### config.mk
export PLATFORM = sky130hd
export DESIGN_NAME = cas_fetch_flat
export DESIGN_NICKNAME = d
export VERILOG_FILES = /design/src/rtl/cas_pkg.sv /design/src/rtl/cas_fetch_if.sv /design/src/rtl/cas_byte_fifo.sv /design/src/rtl/cas_fetch.sv /design/src/flat_wrapper.sv
export SDC_FILE = /design/constraint.sdc
export NUM_CORES = 1
export LEC_CHECK = 0
export ABC_AREA = 1
export CAP_MARGIN = 5
export CORE_MARGIN = 1
export CORE_UTILIZATION = 59
export DETAILED_ROUTE_END_ITERATION = 16
export PLACE_DENSITY = 0.86
export SETUP_SLACK_MARGIN = 0.02
export SYNTH_ARGS = -nofsm -noshare
export SYNTH_HDL_FRONTEND = slang
export SYNTH_HIERARCHICAL = 1
export SYNTH_SLANG_ARGS = --single-unit
### constraint.sdc
create_clock -name clk_i -period 5.35 [get_ports clk_i]
set_input_delay 0.535 -clock clk_i [delete_from_list [all_inputs] [get_ports clk_i]]
set_output_delay 0.535 -clock clk_i [all_outputs]
set_load 0.02 [all_outputs]
### src/rtl/cas_pkg.sv
// rtl/cas_pkg.sv - shared constants and fetch FSM state type for the CAS prefetcher
package cas_pkg;

   localparam logic [25:0] CAS_BASE_ADDR = 26'h1800000;
   localparam int          CAS_OFS_W     = 18;

   typedef enum logic [1:0] {
      IDLE,
      WAIT,
      DRAIN
   } fetch_state_t;

endpackage

### src/rtl/cas_fetch_if.sv
// rtl/cas_fetch_if.sv - SDRAM toggle-handshake port and tape byte stream interfaces
interface cas_sdram_if;
   logic        sdram_req_o;
   logic        sdram_ack_i;
   logic [25:0] sdram_addr_o;
   logic [1:0]  sdram_ds_o;
   logic [15:0] sdram_q_i;

   modport master (
      output sdram_req_o, sdram_addr_o, sdram_ds_o,
      input  sdram_ack_i, sdram_q_i
   );

   modport slave (
      input  sdram_req_o, sdram_addr_o, sdram_ds_o,
      output sdram_ack_i, sdram_q_i
   );
endinterface

interface cas_byte_if;
   logic [7:0] byte_o;
   logic       byte_valid_o;
   logic       byte_ready_i;

   modport master (
      output byte_o, byte_valid_o,
      input  byte_ready_i
   );

   modport slave (
      input  byte_o, byte_valid_o,
      output byte_ready_i
   );
endinterface

### src/rtl/cas_byte_fifo.sv
// rtl/cas_byte_fifo.sv - show-ahead byte FIFO with push, pop, synchronous flush and fill count
module cas_byte_fifo #(
   parameter int DEPTH = 8,
   parameter int W     = 8
) (
   input  logic                   clk_i,
   input  logic                   reset_n_i,
   input  logic                   flush_i,
   input  logic                   push_i,
   input  logic [W-1:0]           push_data_i,
   input  logic                   pop_i,
   output logic [W-1:0]           head_o,
   output logic                   valid_o,
   output logic [$clog2(DEPTH):0] fill_o
);

   localparam int AW = $clog2(DEPTH);
   localparam logic [AW:0] FULL_C = (AW+1)'(DEPTH);

   logic [W-1:0]  r_mem [DEPTH];
   logic [AW-1:0] r_wr;
   logic [AW-1:0] r_rd;
   logic [AW:0]   r_fill;
   logic          w_push;
   logic          w_pop;

   // Pop is gated by valid, so a pop request against an empty FIFO is ignored.
   assign w_push  = push_i && (r_fill != FULL_C);
   assign w_pop   = pop_i && (r_fill != '0);
   assign valid_o = (r_fill != '0);
   assign head_o  = valid_o ? r_mem[r_rd] : '0;
   assign fill_o  = r_fill;

   always_ff @(posedge clk_i) begin
      if (w_push && !flush_i) begin
         r_mem[r_wr] <= push_data_i;
      end
   end

   always_ff @(posedge clk_i or negedge reset_n_i) begin
      if (!reset_n_i) begin
         r_wr   <= '0;
         r_rd   <= '0;
         r_fill <= '0;
      end else if (flush_i) begin
         r_wr   <= '0;
         r_rd   <= '0;
         r_fill <= '0;
      end else begin
         if (w_push) begin
            r_wr <= r_wr + 1'b1;
         end
         if (w_pop) begin
            r_rd <= r_rd + 1'b1;
         end
         case ({w_push, w_pop})
            2'b10:   r_fill <= r_fill + 1'b1;
            2'b01:   r_fill <= r_fill - 1'b1;
            default: r_fill <= r_fill;
         endcase
      end
   end

endmodule

### src/rtl/cas_fetch.sv
// rtl/cas_fetch.sv - sequential CAS byte prefetcher from SDRAM into a show-ahead byte stream
module cas_fetch
   import cas_pkg::*;
#(
   parameter int          FIFO_DEPTH = 8,
   parameter logic [25:0] BASE_ADDR  = CAS_BASE_ADDR
) (
   input  logic                        clk_i,
   input  logic                        reset_n_i,
   input  logic                        rewind_i,
   input  logic                        loaded_i,
   input  logic [CAS_OFS_W-1:0]        end_addr_i,
   cas_sdram_if.master                 sdram,
   cas_byte_if.master                  bstream,
   output logic                        eof_o,
   output logic [$clog2(FIFO_DEPTH):0] fill_o,
   output logic [CAS_OFS_W-1:0]        pos_o
);

   localparam int FW = $clog2(FIFO_DEPTH) + 1;
   localparam logic [FW-1:0] DEPTH_C = FW'(FIFO_DEPTH);

   fetch_state_t         r_state;
   logic                 r_req;
   logic [25:0]          r_addr;
   logic [1:0]           r_ds;
   logic [CAS_OFS_W:0]   r_ofs;
   logic [CAS_OFS_W-1:0] r_pos;

   logic                 w_outstanding;
   logic                 w_in_range;
   logic                 w_issue;
   logic                 w_ack_match;
   logic                 w_push;
   logic                 w_pop;
   logic                 w_valid;
   logic [7:0]           w_lane;
   logic [25:0]          w_next_addr;

   assign w_outstanding = (r_req != sdram.sdram_ack_i);
   // Offset carries one extra bit so end_addr_i = 3FFFF terminates instead of wrapping.
   assign w_in_range    = (r_ofs <= {1'b0, end_addr_i});
   assign w_next_addr   = BASE_ADDR + {8'd0, r_ofs[CAS_OFS_W-1:0]};
   assign w_issue       = (r_state == IDLE) && loaded_i && w_in_range &&
                          (fill_o < DEPTH_C) && !rewind_i && !w_outstanding;
   assign w_ack_match   = (r_state != IDLE) && !w_outstanding;
   assign w_push        = (r_state == WAIT) && w_ack_match && !rewind_i;
   assign w_lane        = r_addr[0] ? sdram.sdram_q_i[7:0] : sdram.sdram_q_i[15:8];
   assign w_pop         = w_valid && bstream.byte_ready_i;

   assign sdram.sdram_req_o  = r_req;
   assign sdram.sdram_addr_o = r_addr;
   assign sdram.sdram_ds_o   = r_ds;
   assign bstream.byte_valid_o = w_valid;
   assign pos_o = r_pos;

   assign eof_o = !loaded_i ||
                  (!w_in_range && (fill_o == '0) && !w_outstanding);

   cas_byte_fifo #(
      .DEPTH (FIFO_DEPTH),
      .W     (8)
   ) u_fifo (
      .clk_i       (clk_i),
      .reset_n_i   (reset_n_i),
      .flush_i     (rewind_i),
      .push_i      (w_push),
      .push_data_i (w_lane),
      .pop_i       (bstream.byte_ready_i),
      .head_o      (bstream.byte_o),
      .valid_o     (w_valid),
      .fill_o      (fill_o)
   );

   always_ff @(posedge clk_i or negedge reset_n_i) begin
      if (!reset_n_i) begin
         r_state <= IDLE;
         r_req   <= 1'b0;
         r_addr  <= '0;
         r_ds    <= '0;
         r_ofs   <= '0;
         r_pos   <= '0;
      end else begin
         if (rewind_i) begin
            r_ofs <= '0;
            r_pos <= '0;
         end else begin
            if (w_push) begin
               r_ofs <= r_ofs + 1'b1;
            end
            if (w_pop) begin
               r_pos <= r_pos + 1'b1;
            end
         end

         // A rewind during WAIT still waits for the ack so req is never re-toggled early.
         case (r_state)
            IDLE: begin
               if (w_issue) begin
                  r_req   <= ~r_req;
                  r_addr  <= w_next_addr;
                  r_ds    <= {~w_next_addr[0], w_next_addr[0]};
                  r_state <= WAIT;
               end
            end
            WAIT: begin
               if (w_ack_match) begin
                  r_state <= IDLE;
               end else if (rewind_i) begin
                  r_state <= DRAIN;
               end
            end
            DRAIN: begin
               if (w_ack_match) begin
                  r_state <= IDLE;
               end
            end
            default: r_state <= IDLE;
         endcase
      end
   end

endmodule

### src/flat_wrapper.sv
// flat-port wrapper written by rule: the top's interface ports become plain ports
module cas_fetch_flat import cas_pkg::*;
#(
   parameter int          FIFO_DEPTH = 8,
   parameter logic [25:0] BASE_ADDR  = CAS_BASE_ADDR
)
  (clk_i, reset_n_i, rewind_i, loaded_i, end_addr_i, eof_o, fill_o, pos_o, sdram_sdram_req_o, sdram_sdram_addr_o, sdram_sdram_ds_o, sdram_sdram_ack_i, sdram_sdram_q_i, bstream_byte_o, bstream_byte_valid_o, bstream_byte_ready_i);
  cas_sdram_if sdram_i ();
  cas_byte_if bstream_i ();
  input  logic clk_i;
  input  logic reset_n_i;
  input  logic rewind_i;
  input  logic loaded_i;
  input  logic [CAS_OFS_W-1:0] end_addr_i;
  output logic eof_o;
  output logic [$clog2(FIFO_DEPTH):0] fill_o;
  output logic [CAS_OFS_W-1:0] pos_o;
  output wire logic [$bits(sdram_i.sdram_req_o)-1:0] sdram_sdram_req_o;
  output wire logic [$bits(sdram_i.sdram_addr_o)-1:0] sdram_sdram_addr_o;
  output wire logic [$bits(sdram_i.sdram_ds_o)-1:0] sdram_sdram_ds_o;
  input wire logic [$bits(sdram_i.sdram_ack_i)-1:0] sdram_sdram_ack_i;
  input wire logic [$bits(sdram_i.sdram_q_i)-1:0] sdram_sdram_q_i;
  output wire logic [$bits(bstream_i.byte_o)-1:0] bstream_byte_o;
  output wire logic [$bits(bstream_i.byte_valid_o)-1:0] bstream_byte_valid_o;
  input wire logic [$bits(bstream_i.byte_ready_i)-1:0] bstream_byte_ready_i;
  assign sdram_sdram_req_o = sdram_i.sdram_req_o;
  assign sdram_sdram_addr_o = sdram_i.sdram_addr_o;
  assign sdram_sdram_ds_o = sdram_i.sdram_ds_o;
  assign sdram_i.sdram_ack_i = sdram_sdram_ack_i;
  assign sdram_i.sdram_q_i = sdram_sdram_q_i;
  assign bstream_byte_o = bstream_i.byte_o;
  assign bstream_byte_valid_o = bstream_i.byte_valid_o;
  assign bstream_i.byte_ready_i = bstream_byte_ready_i;
  cas_fetch #(.FIFO_DEPTH(FIFO_DEPTH), .BASE_ADDR(BASE_ADDR)) u_core (.clk_i(clk_i), .reset_n_i(reset_n_i), .rewind_i(rewind_i), .loaded_i(loaded_i), .end_addr_i(end_addr_i), .sdram(sdram_i), .bstream(bstream_i), .eof_o(eof_o), .fill_o(fill_o), .pos_o(pos_o));
endmodule
==> reports/summary.txt <==
CP Launch Type: flop
die width: 109 µm
Via-to-Cell Ratio: 5.73
Clk pwr share: 38.0%
fin util: 76.0%
sw power: 0.000909 W
Fmax achieved: 0.271 GHz
1st-pass router iterations: 5
row count: 38
Vias: 5646
CTS tree: done
Multi-input gate area: 0.00262 mm²
pin count of the biggest net entering global routing: 71
die area: 0.0119 mm²
Final GP Congestion: 0.900
CP Capture Type: output pin
Avg Inst Size Synth: 9.13 µm²
sequential area share after synthesis: 54.3%
IO buf count: 94
max-cap viol count: 0
Worst Hold Class: input pin to async pin
reg2reg setup slack: 2.51 ns
post-cts resize count: 0
RSZ-0062 raised after global routing: false
initial antenna violation count: 0
Pleak: 3.52 nW
critical path data arrival time: 3.16 ns
DRC: 0
H-tree Lvls: 4
total grt overflow: 0
Worst EP required: 4.82 ns
vias in the first global route: 5566
HPWL after detailed placement: 11300 µm
WS Path Type: flop to output pin
Synth-to-Final Area Change: 23.3%
routed wire length: 16800 µm
GR Util All Layers: 29.6%
logic gate share of total power: 21.2%
Yosys warnings: 6
Root Buffer: clkbuf_16
clk buf depth: 2
total CTS buffers: 17
Routed WL per cell: 17.0 µm
IO Count: 101
Setup TNS Final: 0 ns
Max Slew Vio Count: 0
worst-path maximum fanout: 34
status: finished clean
Routed Antenna Nets: 0
Switching Fraction: 29.9%
nets@finish: 897
Tcrit/Tclk final: 69.1%
Final Hold Vio Count: 0
share of power burned in registers: 40.8%
layout cells sized above 1: 8.51%
cells after synthesis: 741
Slew @ Worst Pin: 1.07 ns
core box area: 0.0110 mm²
storage element area: 0.00367 mm²
Syn Std Cell Area: 0.00677 mm²
Setup Fix Bufs, Post-CTS: 0
post-layout minimum cycle time: 3.70 ns
clock sinks: 134
number of fill cells: 752
maximum vdd ir drop: 199 µV
pwr/cell area: 365 mW/mm²
worst skew pair latency: 0.41 ns
Reg clk slew, reported paths: 0.06 ns
Setup-failing EPs final: 0
Starting Density: 61.6%
post-route non-filler standard cell count: 986
Yosys reg bits: 134
Yosys cell types: 41
die height: 109 µm
Internal Power: 0.00214 W
diode count: 0
Placed Cells incl. Taps: 954
Slew headroom: 28.7%
Clock Skews: 0.0100 ns
DRT iter0 DRCs: 491
first-pass GRT wire length: 26600 µm
Hold-fix buffers, CTS: 0
Yosys cell counts:
cell / count / area [µm²]
nor2_4: 4 / 45.0
buf_2: 7 / 35.0
o221ai_1: 1 / 8.76
nor2_1: 124 / 465
a21oi_4: 1 / 16.3
nor4_1: 2 / 12.5
a211oi_1: 1 / 7.51
xor2_1: 3 / 26.3
nand3_1: 21 / 105
nand2_1: 128 / 480
buf_1: 1 / 3.75
o21ai_0: 50 / 250
a21oi_1: 23 / 115
buf_4: 11 / 82.6
edfxtp_1: 64 / 1920
nor3_1: 17 / 85.1
a21o_1: 1 / 7.51
nand3_2: 3 / 30.0
nor3b_1: 2 / 15.0
xnor2_2: 1 / 16.3
dfrtp_1: 70 / 1750
inv_1: 85 / 319
ha_1: 24 / 300
nand3b_1: 2 / 15.0
inv_2: 6 / 22.5
clkbuf_1: 8 / 30.0
nand2_4: 1 / 11.3
conb_1: 1 / 3.75
nand4_1: 9 / 56.3
nand3_4: 2 / 35.0
nand2_2: 5 / 31.3
a21oi_2: 1 / 8.76
o21ai_1: 26 / 130
nor2_2: 4 / 25.0
nor3_2: 3 / 30.0
o21a_1: 1 / 7.51
mux2_2: 8 / 90.1
or2_2: 1 / 6.26
a22o_1: 1 / 8.76
a31oi_1: 2 / 12.5
o32ai_1: 16 / 140
area by class of cell:
type	instances	area share, %
clock buffer	19	5.19
multi-input combinational	494	31.4
inverter	91	4.09
tap	140	2.10
clock inverter	13	1.89
timing repair buffer	95	11.3
sequential	134	44.0
logic make-up (layout without fill, tap and decap cells):
group / count (synthesis) / in the layout / synth area share, %
simple gates: 328 / 328 / 21.4
flops: 134 / 134 / 54.3
compound gates: 124 / 124 / 10.5
buf+inv: 118 / 218 / 7.29
fa+ha+maj: 24 / 24 / 4.44
mux: 8 / 8 / 1.33
xor+xnor: 4 / 4 / 0.629
other cells: 1 / 6 / 0.0554
worst max-delay path: stages (launching register included):
cell and delay [ns]:
dfrtp_1 0.76, inv_2 0.66, nor2_1 0.11, o32ai_1 0.31, o21ai_0 0.13, nor2_1 0.14
clkdlybuf4s50_1 0.62
cell usage in the layout (no fill, tap or decap), types with 23 or more instances in the layout:
master	netlist	layout
nand2_1	128	128
nor2_1	124	124
clkdlybuf4s50_1	0	93
inv_1	85	85
dfrtp_1	70	70
edfxtp_1	64	64
o21ai_0	50	50
o21ai_1	26	26
ha_1	24	24
a21oi_1	23	23
state kept, by name, summed over array words and instances (netlist names):
name	count
u_core/sdram.sdram_req_o	1
u_core/u_fifo/fill_o	4
u_core/u_fifo/r_mem	64
u_core/r_ofs	19
u_core/u_fifo/r_rd	3
u_core/sdram.sdram_ds_o	2
u_core/pos_o	18
u_core/r_state	2
u_core/sdram.sdram_addr_o	18
u_core/u_fifo/r_wr	3
final timing paths:
| check | start | endpoint | cells after the start |
|---|---|---|---|
| setup reg to reg | u_core/sdram.sdram_req_o$_DFFE_PN0P_ | u_core/u_fifo/r_mem[2][4]$_DFFE_PP_ | 7 |
| hold / removal | reset_n_i | u_core/sdram.sdram_addr_o[12]$_DFFE_PN0P_ | 2 |
| max in group asynchronous | reset_n_i | u_core/r_ofs[7]$_DFFE_PN0P_ | 2 |
| setup / recovery | u_core/u_fifo/r_rd[0]$_DFFE_PN0P_ | bstream_byte_o[1] | 6 |
| hold reg to reg | u_core/sdram.sdram_addr_o[17]$_DFFE_PN0P_ | u_core/sdram.sdram_addr_o[17]$_DFFE_PN0P_ | 2 |
| min in group clk_i | u_core/sdram.sdram_addr_o[17]$_DFFE_PN0P_ | u_core/sdram.sdram_addr_o[17]$_DFFE_PN0P_ | 2 |
routing by layer:
metal | GRT usage [%] | up-vias | wire [µm]
met3 | 6.22 | 30 | 1100
li1 | - | 2645 | -
met2 | 52.4 | 258 | 8780
met4 | 10.4 | 0 | 296
met5 | 0 | - | 0
met1 | 35.5 | 2713 | 6580
through the flow:
step | setup WS [ns] | area (µm²) | hold slack [ns] | total power [W]
2_1_floorplan | 2.90 | 6780 | 0.239 | 0.00164
3_3_place_gp | 2.02 | 7750 | 0.471 | 0.00186
3_5_place_dp | 1.93 | 7750 | 0.478 | 0.00190
4_1_cts | 1.61 | 8340 | 0.362 | 0.00305
5_1_grt | 1.42 | 8340 | 0.400 | 0.00317
6_report | 1.65 | 8340 | 0.306 | 0.00304
power groups by stage:
stage                     registers, W  clock network (W)  logic, W
after global placement         0.00125                  0  0.000612
after floorplan                0.00124                  0  0.000399
after global routing           0.00125            0.00122  0.000701
after CTS                      0.00124            0.00117  0.000644
final                          0.00124            0.00116  0.000645
after detailed placement       0.00126                  0  0.000637
Power figures use the tool's default switching activity.
